File: config.mk
export PLATFORM = sky130hd
export DESIGN_NAME = seq_pattern_tx
export DESIGN_NICKNAME = d
export VERILOG_FILES = /design/src/rtl/seq_pattern_pkg.sv /design/src/rtl/piso_shift_reg.sv /design/src/rtl/seq_pattern_tx.sv
export SDC_FILE = /design/constraint.sdc
export NUM_CORES = 1
export LEC_CHECK = 0
export ABC_CLOCK_PERIOD_IN_PS = 7480
export CAP_MARGIN = 25
export CORE_MARGIN = 3
export CORE_UTILIZATION = 57
export CTS_CLUSTER_DIAMETER = 40
export DETAILED_ROUTE_END_ITERATION = 8
export PLACE_DENSITY = 0.84
export SYNTH_ARGS = -nofsm -noshare
export SYNTH_HDL_FRONTEND = slang
export SYNTH_HIERARCHICAL = 1
export SYNTH_SLANG_ARGS = --single-unit
File: constraint.sdc
create_clock -name clk -period 7.48 [get_ports clk]
set_input_delay 1.496 -clock clk [delete_from_list [all_inputs] [get_ports clk]]
set_output_delay 1.496 -clock clk [all_outputs]
set_load 0.02 [all_outputs]
File: src/rtl/seq_pattern_pkg.sv
// seq_pattern_pkg: shared state type, default sizes and length normalisation
package seq_pattern_pkg;

    typedef enum logic [1:0] {IDLE, SHIFT, GAP, DONE} tx_state_t;

    localparam int DEF_WIDTH = 8;
    localparam int DEF_REP_W = 4;

    // A zero or oversized length means "send the whole word"
    function automatic int eff_len(input int len, input int width);
        return (len == 0 || len > width) ? width : len;
    endfunction

endpackage

File: src/rtl/piso_shift_reg.sv
// piso_shift_reg: holds the captured pattern and walks a bit index from len-1 down to 0.
// bit_d_o is the bit selected by the next-state index, so the caller can register it in step with the FSM.
module piso_shift_reg
    import seq_pattern_pkg::*;
#(
    parameter int WIDTH = DEF_WIDTH,
    parameter int LEN_W = $clog2(WIDTH + 1)
) (
    input  logic             clk,
    input  logic             reset_i,
    input  logic             load_i,
    input  logic             reload_i,
    input  logic             shift_i,
    input  logic             clear_i,
    input  logic [WIDTH-1:0] data_i,
    input  logic [LEN_W-1:0] len_i,
    output logic [LEN_W-1:0] idx_o,
    output logic             bit_d_o
);

    logic [WIDTH-1:0] data_q, data_d, sel;
    logic [LEN_W-1:0] len_q, len_d, idx_q, idx_d;

    always_ff @(posedge clk or negedge reset_i) begin
        if (!reset_i) begin
            data_q <= '0;
            len_q  <= '0;
            idx_q  <= '0;
        end else begin
            data_q <= data_d;
            len_q  <= len_d;
            idx_q  <= idx_d;
        end
    end

    always_comb begin
        data_d = load_i ? data_i : clear_i ? '0 : data_q;
        len_d  = load_i ? len_i  : clear_i ? '0 : len_q;
        idx_d  = load_i                      ? len_i - LEN_W'(1) :
                 reload_i                    ? len_q - LEN_W'(1) :
                 (shift_i && idx_q != '0)    ? idx_q - LEN_W'(1) :
                 clear_i                     ? '0 : idx_q;
    end

    assign sel     = data_d >> idx_d;
    assign bit_d_o = sel[0];
    assign idx_o   = idx_q;

endmodule

File: src/rtl/seq_pattern_tx.sv
// seq_pattern_tx: accepts a pattern word and shifts it out MSB-first, repeated rep_i+1 times
// with a one-cycle gap between repetitions and a done pulse after the last bit.
module seq_pattern_tx
    import seq_pattern_pkg::*;
#(
    parameter int WIDTH = DEF_WIDTH,
    parameter int LEN_W = $clog2(WIDTH + 1),
    parameter int REP_W = DEF_REP_W
) (
    input  logic             clk,
    input  logic             reset_i,
    input  logic [WIDTH-1:0] data_i,
    input  logic [LEN_W-1:0] len_i,
    input  logic [REP_W-1:0] rep_i,
    input  logic             valid_i,
    output logic             ready_o,
    input  logic             abort_i,
    output logic             out_o,
    output logic             out_valid_o,
    output logic             busy_o,
    output logic             done_o
);

    tx_state_t        state_q, state_d;
    logic [REP_W-1:0] rep_q, rep_d;
    logic [LEN_W-1:0] idx;
    logic             out_q, out_d, out_valid_q, out_valid_d, done_q, done_d;
    logic             accept, kill, bit_d;

    assign ready_o = (state_q == IDLE) && !abort_i;
    assign busy_o  = state_q != IDLE;
    assign accept  = valid_i && ready_o;
    assign kill    = abort_i && state_q != IDLE;

    piso_shift_reg #(.WIDTH(WIDTH), .LEN_W(LEN_W)) u_piso (
        .clk      (clk),
        .reset_i  (reset_i),
        .load_i   (accept),
        .reload_i (state_q == GAP && !abort_i),
        .shift_i  (state_q == SHIFT && !abort_i),
        .clear_i  (kill),
        .data_i   (data_i),
        .len_i    (LEN_W'(eff_len(int'(len_i), WIDTH))),
        .idx_o    (idx),
        .bit_d_o  (bit_d)
    );

    always_ff @(posedge clk or negedge reset_i) begin
        if (!reset_i) begin
            state_q     <= IDLE;
            rep_q       <= '0;
            out_q       <= 1'b0;
            out_valid_q <= 1'b0;
            done_q      <= 1'b0;
        end else begin
            state_q     <= state_d;
            rep_q       <= rep_d;
            out_q       <= out_d;
            out_valid_q <= out_valid_d;
            done_q      <= done_d;
        end
    end

    always_comb begin
        state_d = state_q;
        rep_d   = accept ? rep_i : kill ? '0 : (state_q == GAP) ? rep_q - REP_W'(1) : rep_q;
        if (kill)
            state_d = IDLE;
        else
            unique case (state_q)
                IDLE:    state_d = accept ? SHIFT : IDLE;
                SHIFT:   state_d = (idx != '0) ? SHIFT : (rep_q != '0) ? GAP : DONE;
                GAP:     state_d = SHIFT;
                DONE:    state_d = IDLE;
                default: state_d = IDLE;
            endcase
    end

    // Outputs are registered from the next state so they line up with the state they describe
    always_comb begin
        out_valid_d = state_d == SHIFT;
        out_d       = (state_d == SHIFT) && bit_d;
        done_d      = state_d == DONE;
    end

    assign out_o       = out_q;
    assign out_valid_o = out_valid_q;
    assign done_o      = done_q;

endmodule

==> results.md <==
- Status: finished, final reports clean
- DP Worst Slack: 2840 ps
- Warnings from Yosys: 6
- Post-DR wirelength/cell: 16.5 um
- Sequential fraction of the synthesis area: 39.9%
- Worst vdd ir: 0.196 mV
- Crit path launch type: primary input
- Filler Cell Count: 183
- Synthesized cell area: 1570 sq um
- CTS Buf Count: 3
- Final Hold Fails: 0
- Share of cells above drive strength 1: 10.7%
- Initial DRC Count: 52
- # diodes: 0
- # resized after CTS: 0
- Post-route DRC violation count: 0
- PortBufs: 24
- Gr usage total: 22.8%
- Initial antenna violation count: 0
- Worst hold path depth: 1
- Required @ worst endpoint: 5980 ps
- Min-Delay Startpoint: u_piso/data_q[5]$_DFF_PN0_
- CP Max Fanout: 15
- Post-Route Skew: 13.9 ps
- Die width: 58.5 um
- R2R Path End: out_o$_DFF_PN0_
- # hold bufs at CTS: 0
- Min-Delay Path Class: reg -> reg
- Share of flip-flops with an asynchronous set or reset: 100%
- Hold worst-path end: u_piso/data_q[5]$_DFF_PN0_
- Clock Latency Late Sink: 330 ps
- Pwr Density: 246 nW/um^2
- Syn_area_per_cell: 10.1 sq um
- Final setup viols: 0
- Cells on worst reg2reg path: 9
- Die area: 3420 sq um
- Crit end category: primary output
- Syn Inst Count: 155
- Post-synth EDFFs: 0
- Count of state elements after synthesis: 25
- Setup bufs post-CTS: 0
- Pins Over Slew Limit: 0
- Tcrit/Tclk final: 59.7%
- Num ports: 25
- Slew at the pin closest to its max-slew limit: 963 ps
- Slew Limit Headroom: 35.6%
- Final ANT Viol Nets: 0
- Worst-path clk slew: 140 ps
- Total routed wirelength: 3420 um
- Multi-input logic area: 846 sq um
- Fin area: 1860 sq um
- Leak: 0.809 nW
- CP arrival: 2970 ps
- Storage cell area: 626 sq um
- Placed Instance Area: 1840 sq um
- Core Area: 2540 sq um
- CTS Root Cell: clkbuf_4
- Die height: 58.5 um
- Minimum clock period: 4460 ps
- Most used DFF post-synth: dfrtp_1
- Pin count of the biggest net entering global routing: 24
- Vias in the first global route: 1363
- Post-synth cell types: 48
- FF-to-FF setup slack: 4450 ps
- First-pass GRT wire length: 5930 um
- CTS tree: yes
- Syn_nets: 180
- Clk buf depth: 2
- Layout area overhead: 18.8%
- Clk sinks: 25
- FMAX: 224 MHz
- Initial Utilization: 61.7%
- H-tree depth: 1
- Row cnt: 18
- Final net count: 203
- RSZ-0062 raised after global routing: false
- Final setup margin: 3020 ps
- Dpl hpwl: 2500 um
- Max-Cap Viols: 0
- Critical setup path kind: in -> out
- First-pass DRT Iterations: 4
- Final setup TNS: 0 ps
- Via-per-instance ratio: 6.31
- GRT Residual Overflow: 0
- Gp weighted congestion: 0.849
- Reg2reg start: state_q[0]$_DFF_PN0_
- Total number of vias: 1307
-- area by class of cell --
type	instances	area share (%)
clock buffers	3	1.21
repair buffers	26	14.8
well taps	30	2.01
multi-input cells	108	45.4
flip-flops and latches	25	33.6
inverters	14	2.82
clock inverters	1	0.268
-- state kept, by name, summed over array words and instances, names as in the netlist --
name           count
rep_q              4
u_piso/len_q       4
out_o              1
state_q            2
u_piso/data_q      8
u_piso/idx_o       4
done_o             1
out_valid_o        1
-- per-layer routing --
metal	routed length, um	part of all wire (%)	GRT usage [%]	up-vias
met1	1410	41	25.5	630
met3	178	5.2	3.73	9
li1	-	-	-	619
met4	78	2.3	12.6	0
met2	1750	51	40.8	49
met5	0	0	0	-
-- placed cells by master (no fill, tap or decap), types with 4 or more instances in the layout --
master and count:
nor2b_1 6, nand3b_1 4, xnor2_1 4, nor3_1 4, a21oi_1 10, clkdlybuf4s50_1 24, nor2_1 4, a22o_1 13
ha_1 5, dfrtp_1 25, nand2_1 6, inv_1 14
-- worst max-delay path, stage by stage --
cell and delay (ps):
clkdlybuf4s50_1 660, nor2_1 190, clkdlybuf4s50_1 610
-- how the worst max path moves through the flow --
stage | start | end | slack (ps) | depth (start not counted)
global route | abort_i | out_o$_DFF_PN0_ | 2900 | 10
global placement | abort_i | out_o$_DFF_PN0_ | 3050 | 10
CTS | abort_i | ready_o | 3010 | 3
finish | abort_i | ready_o | 3020 | 3
detailed placement | abort_i | out_o$_DFF_PN0_ | 2840 | 10
floorplan | abort_i | ready_o | 4040 | 2
-- logic make-up after synthesis --
family                   after synthesis  synth area share [%]
AO/OA/AOI/OAI                         46                  23.7
multiplexers                           6                  4.39
flip-flops                            25                  39.9
buffers and inverters                 22                  6.22
XOR/XNOR                               5                  2.79
AND/OR/NAND/NOR                       46                  19.1
adder cells (fa/ha/maj)                5                  3.99
-- synthesized netlist by cell type (all sizes together), types with 3 or more instances --
| cell type | count | area share, % |
|---|---|---|
| inv | 14 | 3.3 |
| a211oi | 4 | 2.2 |
| a21oi | 11 | 3.7 |
| and2 | 3 | 1.2 |
| buf | 6 | 2.4 |
| dfrtp | 25 | 40 |
| nor2b | 6 | 2.4 |
| ha | 5 | 4.0 |
| mux2 | 4 | 3.1 |
| nor3b | 3 | 1.4 |
| nor2 | 4 | 0.96 |
| o21ai | 4 | 2.0 |
| nor3 | 4 | 1.3 |
| xnor2 | 4 | 2.2 |
| nand3 | 3 | 0.96 |
| a22o | 13 | 7.3 |
| nand3b | 4 | 1.9 |
| nand2 | 6 | 1.4 |
-- power by group --
group / internal, mW / switching (mW) / leakage [nW]
logic: 0.104 / 0.101 / 0.468
registers: 0.165 / 0.0262 / 0.323
clock network: 0.0201 / 0.0414 / 0.0177
total: 0.290 / 0.169 / 0.809
-- through the flow --
step / hold slack (ps) / utilization [%] / std cells / total power, mW
2_1_floorplan: 455 / - / 155 / 0.340
3_3_place_gp: 474 / 71.1 / 202 / 0.384
3_5_place_dp: 480 / 72.2 / 203 / 0.397
4_1_cts: 518 / 73.3 / 207 / 0.461
5_1_grt: 528 / 73.3 / 207 / 0.492
6_report: 512 / 73.3 / 207 / 0.458
Note: power is estimated with default switching activity, not from simulation.
